===== config.mk =====
export PLATFORM = sky130hd
export DESIGN_NAME = shift_issue_stage
export DESIGN_NICKNAME = d
export VERILOG_FILES = /design/src/rtl/shift_pkg.sv /design/src/rtl/shift_decode.sv /design/src/rtl/shift_issue_stage.sv
export SDC_FILE = /design/constraint.sdc
export NUM_CORES = 1
export LEC_CHECK = 0
export BUFFER_PORTS_ARGS = -buffer_cell sky130_fd_sc_hd__buf_2
export CAP_MARGIN = 20
export CORE_ASPECT_RATIO = 1.2
export CORE_MARGIN = 5
export CORE_UTILIZATION = 40
export DETAILED_ROUTE_END_ITERATION = 7
export GPL_TIMING_DRIVEN = 0
export PLACE_DENSITY = 0.74
export REMOVE_ABC_BUFFERS = 1
export SKIP_LAST_GASP = 1
export SLEW_MARGIN = 20
export SYNTH_ARGS = -nofsm -noshare
export SYNTH_HDL_FRONTEND = slang
export SYNTH_SLANG_ARGS = --single-unit
export TNS_END_PERCENT = 100

===== constraint.sdc =====
create_clock -name clk -period 1.8 [get_ports clk]
set_input_delay 0 -clock clk [delete_from_list [all_inputs] [get_ports clk]]
set_output_delay 0 -clock clk [all_outputs]
set_load 0.02 [all_outputs]

===== src/rtl/shift_pkg.sv =====
// Shared definitions for the shift issue stage: MIPS shift funct codes,
// shifter op encodings and the buffered entry format.
package shift_pkg;

  localparam logic [5:0] F_SLL  = 6'h00;
  localparam logic [5:0] F_SRL  = 6'h02;
  localparam logic [5:0] F_SRA  = 6'h03;
  localparam logic [5:0] F_SLLV = 6'h04;
  localparam logic [5:0] F_SRLV = 6'h06;
  localparam logic [5:0] F_SRAV = 6'h07;

  localparam logic [1:0] OP_SLL = 2'b00;
  localparam logic [1:0] OP_SRL = 2'b01;
  localparam logic [1:0] OP_SRA = 2'b10;

  // One buffered op in shifter format.
  typedef struct packed {
    logic [31:0] a;
    logic [31:0] b;
    logic [1:0]  op;
  } entry_t;

endpackage


===== src/rtl/shift_decode.sv =====
// Combinational decode of an R-type word into shift amount, shifter op and
// a legality flag. Variable shifts take the amount from the low five rs bits.
module shift_decode
  import shift_pkg::*;
(
  input  logic [31:0] instr,
  input  logic [4:0]  rs_lo,
  output logic [4:0]  amt,
  output logic [1:0]  op,
  output logic        legal
);

  // Fields outside opcode, shamt and funct do not affect the decode.
  logic unused_fields;
  assign unused_fields = &{1'b0, instr[25:11]};

  // Map opcode/funct to amount source, op encoding and legality.
  always_comb begin
    amt   = 5'd0;
    op    = OP_SLL;
    legal = 1'b0;
    if (instr[31:26] == 6'd0) begin
      case (instr[5:0])
        F_SLL:   begin amt = instr[10:6]; op = OP_SLL; legal = 1'b1; end
        F_SRL:   begin amt = instr[10:6]; op = OP_SRL; legal = 1'b1; end
        F_SRA:   begin amt = instr[10:6]; op = OP_SRA; legal = 1'b1; end
        F_SLLV:  begin amt = rs_lo;       op = OP_SLL; legal = 1'b1; end
        F_SRLV:  begin amt = rs_lo;       op = OP_SRL; legal = 1'b1; end
        F_SRAV:  begin amt = rs_lo;       op = OP_SRA; legal = 1'b1; end
        default: begin amt = 5'd0;        op = OP_SLL; legal = 1'b0; end
      endcase
    end else begin
      amt   = 5'd0;
      op    = OP_SLL;
      legal = 1'b0;
    end
  end

endmodule


===== src/rtl/shift_issue_stage.sv =====
// Registered issue stage in front of the 32-bit shifter. Decodes MIPS shift
// functs and buffers ops in a two-entry (MAIN + SKID) skid buffer so that
// in_ready comes straight from a flop. Optional stall counter is enabled by
// defining SHIFT_STALL_CNT_EN.
module shift_issue_stage
  import shift_pkg::*;
#(
  parameter int CNT_W = 16
) (
  input  logic             clk,
  input  logic             rst_n,
  input  logic             flush,
  input  logic             in_valid,
  output logic             in_ready,
  input  logic [31:0]      in_instr,
  input  logic [31:0]      in_rs,
  input  logic [31:0]      in_rt,
  output logic             out_valid,
  input  logic             out_ready,
  output logic [31:0]      out_a,
  output logic [31:0]      out_b,
  output logic [1:0]       out_op,
  output logic             err,
  output logic [CNT_W-1:0] stall_cnt
);

  logic [4:0] dec_amt;
  logic [1:0] dec_op;
  logic       dec_legal;

  // Only the low five rs bits ever form a shift amount.
  logic unused_rs;
  assign unused_rs = &{1'b0, in_rs[31:5]};

  shift_decode u_decode (
    .instr (in_instr),
    .rs_lo (in_rs[4:0]),
    .amt   (dec_amt),
    .op    (dec_op),
    .legal (dec_legal)
  );

  entry_t main_q, skid_q, main_d, skid_d, new_entry;
  logic   main_valid, skid_valid, main_valid_d, skid_valid_d;
  logic   err_d;
  logic   accept, drain, enq;

  assign new_entry = '{a: {21'd0, dec_amt, 6'd0}, b: in_rt, op: dec_op};

  // SKID occupancy is itself a flop, so in_ready is registered.
  assign in_ready  = ~skid_valid;
  assign accept    = in_valid & in_ready;
  assign drain     = main_valid & out_ready;
  assign enq       = accept & dec_legal & ~flush;

  // Next-state for both entries: FIFO order, SKID refills MAIN on drain.
  always_comb begin
    main_d       = main_q;
    skid_d       = skid_q;
    main_valid_d = main_valid;
    skid_valid_d = skid_valid;
    err_d        = accept & ~dec_legal & ~flush;
    if (flush) begin
      main_valid_d = 1'b0;
      skid_valid_d = 1'b0;
    end else if (drain) begin
      if (skid_valid) begin
        main_d       = skid_q;
        main_valid_d = 1'b1;
        skid_valid_d = 1'b0;
      end else if (enq) begin
        main_d       = new_entry;
        main_valid_d = 1'b1;
      end else begin
        main_valid_d = 1'b0;
      end
    end else if (enq) begin
      if (main_valid) begin
        skid_d       = new_entry;
        skid_valid_d = 1'b1;
      end else begin
        main_d       = new_entry;
        main_valid_d = 1'b1;
      end
    end else begin
      main_valid_d = main_valid;
      skid_valid_d = skid_valid;
    end
  end

  // Entry storage, valid flags and the one-cycle error pulse.
  always_ff @(posedge clk or negedge rst_n) begin
    if (!rst_n) begin
      main_q     <= '0;
      skid_q     <= '0;
      main_valid <= 1'b0;
      skid_valid <= 1'b0;
      err        <= 1'b0;
    end else begin
      main_q     <= main_d;
      skid_q     <= skid_d;
      main_valid <= main_valid_d;
      skid_valid <= skid_valid_d;
      err        <= err_d;
    end
  end

  assign out_valid = main_valid;
  assign out_a     = main_q.a;
  assign out_b     = main_q.b;
  assign out_op    = main_q.op;

`ifdef SHIFT_STALL_CNT_EN
  logic [CNT_W-1:0] stall_q;

  // Count cycles the shifter holds off a valid op; saturate, survive flush.
  always_ff @(posedge clk or negedge rst_n) begin
    if (!rst_n) begin
      stall_q <= '0;
    end else if (main_valid && !out_ready && (stall_q != {CNT_W{1'b1}})) begin
      stall_q <= stall_q + {{(CNT_W-1){1'b0}}, 1'b1};
    end else begin
      stall_q <= stall_q;
    end
  end

  assign stall_cnt = stall_q;
`else
  assign stall_cnt = '0;
`endif

endmodule

==> insert_results.sql <==
INSERT INTO impl_metrics (metric_group, metric, value, unit) VALUES
('clocking', 'clk_pin_slew', '60', 'ps'),
('grt', 'largest_net_degree_at_the_start_of_global_routing', '47', ''),
('final_layout', 'layoutNonFillerInstCount', '623', ''),
('final_layout', 'fillerInstances', '783', ''),
('logic_synthesis', 'yosys-mux-area-fraction', '0.136', ''),
('clocking', 'numClockSinks', '81', ''),
('clocking', 'cts_made_buffers', '9', ''),
('critical_path', 'timing.critical_path.buf_inv', '2', ''),
('critical_path', 'critical_path.top_delay_family', 'simple AND/OR/NAND/NOR gates', ''),
('min_path', 'worst_hold_path_type', 'in2reg', ''),
('final_layout', 'seqCellArea', '0.00203', 'sq mm'),
('timing', 'min_period', '1960', 'ps'),
('route', 'drt_pass1_iterations', '6', ''),
('run_status', 'violations', 'hold timing, setup timing', ''),
('run_status', 'result_of_the_run', 'finished, violations left', ''),
('grt', 'grtUsageTotal', '0.177', ''),
('floorplanning', 'placement_rows', '39', ''),
('final_layout', 'layout-drive-gt1-share', '0.454', ''),
('floorplanning', 'pin_count', '186', ''),
('critical_path', 'critPathCaptureType', 'flop', ''),
('clocking', 'clk_latency', '330', 'ps'),
('critical_path', 'timing.reg2reg.worst_path_depth', '7', ''),
('timing', 'final-hold-violation-count', '1', ''),
('placed_design', 'io_buffer_count', '100', ''),
('timing', 'max_freq', '0.511', 'GHz'),
('logic_synthesis', 'synth_seq_area_share', '0.529', ''),
('route', 'drt.antenna.violating_nets', '0', ''),
('critical_path', 'worstPathRequired', '2000', 'ps'),
('clocking', 'cts_htree_levels', '3', ''),
('logic_synthesis', 'synth_compound_gate_area_share', '0.131', ''),
('final_layout', 'area_delta_synth_final', '45.7', '%'),
('placed_design', 'place.detailed.hpwl', '5.61', 'mm'),
('grt', 'number_of_antenna_violations_at_the_first_check_in_global_routing', '0', ''),
('pwr', 'vdd.ir_drop.worst', '0.394', 'mV'),
('timing', 'tightest_slew', '1090', 'ps'),
('route', 'avgRoutedWirePerCell', '18.5', 'um'),
('final_layout', 'antenna_cells_inserted', '0', ''),
('timing', 'setup-tns-final', '-7110', 'ps'),
('logic_synthesis', 'ff_latch_count_synth', '81', ''),
('job', 'maxCapViolCount', '0', ''),
('final_layout', 'layout_commonest_cell', 'buf_2', ''),
('grt', 'global_route_wire_length_before_repair', '15.9', 'mm'),
('floorplanning', 'die-area', '0.0116', 'sq mm'),
('pwr', 'power_leakage', '2.86', 'nW'),
('route', 'drc_errors', '0', ''),
('timing', 'whs', '-1.25', 'ps'),
('timing', 'max-slew-margin-rel', '0.268', ''),
('timing', 'final-setup-viol-count', '77', ''),
('logic_synthesis', 'syn-instance-count', '344', ''),
('critical_path', 'sequence_of_cells_on_the_critical_path', 'nor2b_4 -> or2_4 -> or4_4 -> buf_12 -> clkbuf_16 -> o22ai_2 -> a21oi_2', ''),
('timing', 'post-route-worst-setup-slack', '-158', 'ps'),
('min_path', 'worstHoldPathCells', '3', ''),
('critical_path', 'critical_path_depth', '7', ''),
('logic_synthesis', 'synthesis.area', '0.00383', 'sq mm'),
('critical_path', 'timing.setup.critical_path_class', 'reg2reg', ''),
('critical_path', 'cp_slowest_stage_delay', '580', 'ps'),
('route', 'vias', '3096', ''),
('floorplanning', 'floorplan.initialDensity', '0.405', ''),
('pwr', 'power_density_relative_to_cell_area', '673', 'mW/mm^2'),
('timing', 'final.period_utilization', '1.09', ''),
('clocking', 'clk_path_buf_depth', '2', ''),
('grt', 'first_global_vias', '3066', ''),
('logic_synthesis', 'area_share_of_xor_xnor_cells_in_the_synthesized_design', '0', ''),
('floorplanning', 'die_w', '99.3', 'um'),
('critical_path', 'worst_path_slowest_cell', 'or4_4', ''),
('critical_path', 'setup.reg_to_reg.worst_slack', '-160', 'ps'),
('timing', 'timing.final.max_slew_violations', '0', ''),
('logic_synthesis', 'post_synth_and_or_nand_nor_area_fraction', '0.0454', ''),
('logic_synthesis', 'synth_top_family_by_area', 'buffers and inverters', ''),
('clocking', 'clock_tree_from_tritoncts', 'yes', ''),
('route', 'wl', '11.5', 'mm');
synthesized netlist by cell type, drive strengths merged:
cell,instances,area share
nand4,3,0.0049
nor4,1,0.0033
mux2,37,0.14
nor2,7,0.0069
clkbuf,6,0.0059
a21o,1,0.0020
nand3,2,0.0026
nor3,1,0.0013
or4b,1,0.0026
or2,2,0.0033
a21oi,38,0.050
nor2b,1,0.0016
or4,1,0.0020
nand2,14,0.014
o21ai,9,0.012
inv,42,0.041
buf,54,0.11
or3,1,0.0016
dfrtp,81,0.53
a221oi,3,0.0069
and2,1,0.0016
o22ai,37,0.060
conb,1,0.00098
registers in the layout, summed over array words and instances (netlist names):
register	flops
err	1
out_a	5
out_b	32
out_op	2
out_valid	1
skid_q	39
skid_valid	1
worst reg2reg max path, stage by stage (launching register included):
cell and delay (ps):
dfrtp_1 380, nor2b_4 130, or2_4 230, or4_4 580, buf_12 170, clkbuf_16 160, o22ai_2 120, a21oi_2 50
through the flow:
stage | instance area [sq um] | utilization | power (W) | setup WS [ps]
CTS | 5250 | 0.554 | 0.00376 | -141
finish | 5580 | 0.590 | 0.00376 | -158
detailed placement | 4260 | 0.450 | 0.00212 | -551
global placement | 4200 | 0.443 | 0.00210 | -1150
floorplan | 3540 | - | 0.00198 | -717
global route | 5580 | 0.590 | 0.00391 | -198
final timing paths:
check,from,end
worst min-delay path,in_valid,skid_valid
worst max register to register,out_valid,out_b[28]
worst min register to register,skid_q[43],skid_q[43]
min in group asynchronous,rst_n,out_b[10]
max in group asynchronous,rst_n,out_b[16]
worst max-delay path,out_valid,out_b[28]
cells by family after synthesis:
| family | Yosys count |
|---|---|
| other | 1 |
| AO/OA/AOI/OAI | 88 |
| flip-flops | 81 |
| AND/OR/NAND/NOR | 35 |
| multiplexers | 37 |
| buffers and inverters | 102 |
report_power, final:
group / total (W) / switching (W) / internal, W
clock network: 0.00158 / 0.000658 / 0.000918
registers: 0.00183 / 0.00000352 / 0.00183
logic: 0.000350 / 0.000212 / 0.000138
total: 0.00376 / 0.000874 / 0.00288
routing by layer:
metal	vias up	wire, um	track usage
met5	-	0	0
met4	0	267	0.0811
met2	123	5960	0.305
met3	23	611	0.0314
li1	1409	-	-
met1	1541	4690	0.218
cell type report:
| cell class | count | area share |
|---|---|---|
| multi-input cells | 209 | 0.325 |
| clock inverters | 1 | 0.000897 |
| clock buffers | 13 | 0.0430 |
| well taps | 123 | 0.0276 |
| repair buffers | 154 | 0.212 |
| flip-flops and latches | 81 | 0.363 |
| inverters | 42 | 0.0282 |
what timing repair did:
action,4_1_cts,5_1_grt
gates cloned,6,5
gates resized for setup,35,42
setup buffers,10,2
hold endpoints to repair,103,2
pin swaps,5,32
hold buffers,34,3
endpoints found under the setup margin,78,78
No activity file was read; power rests on OpenSTA's default activity.
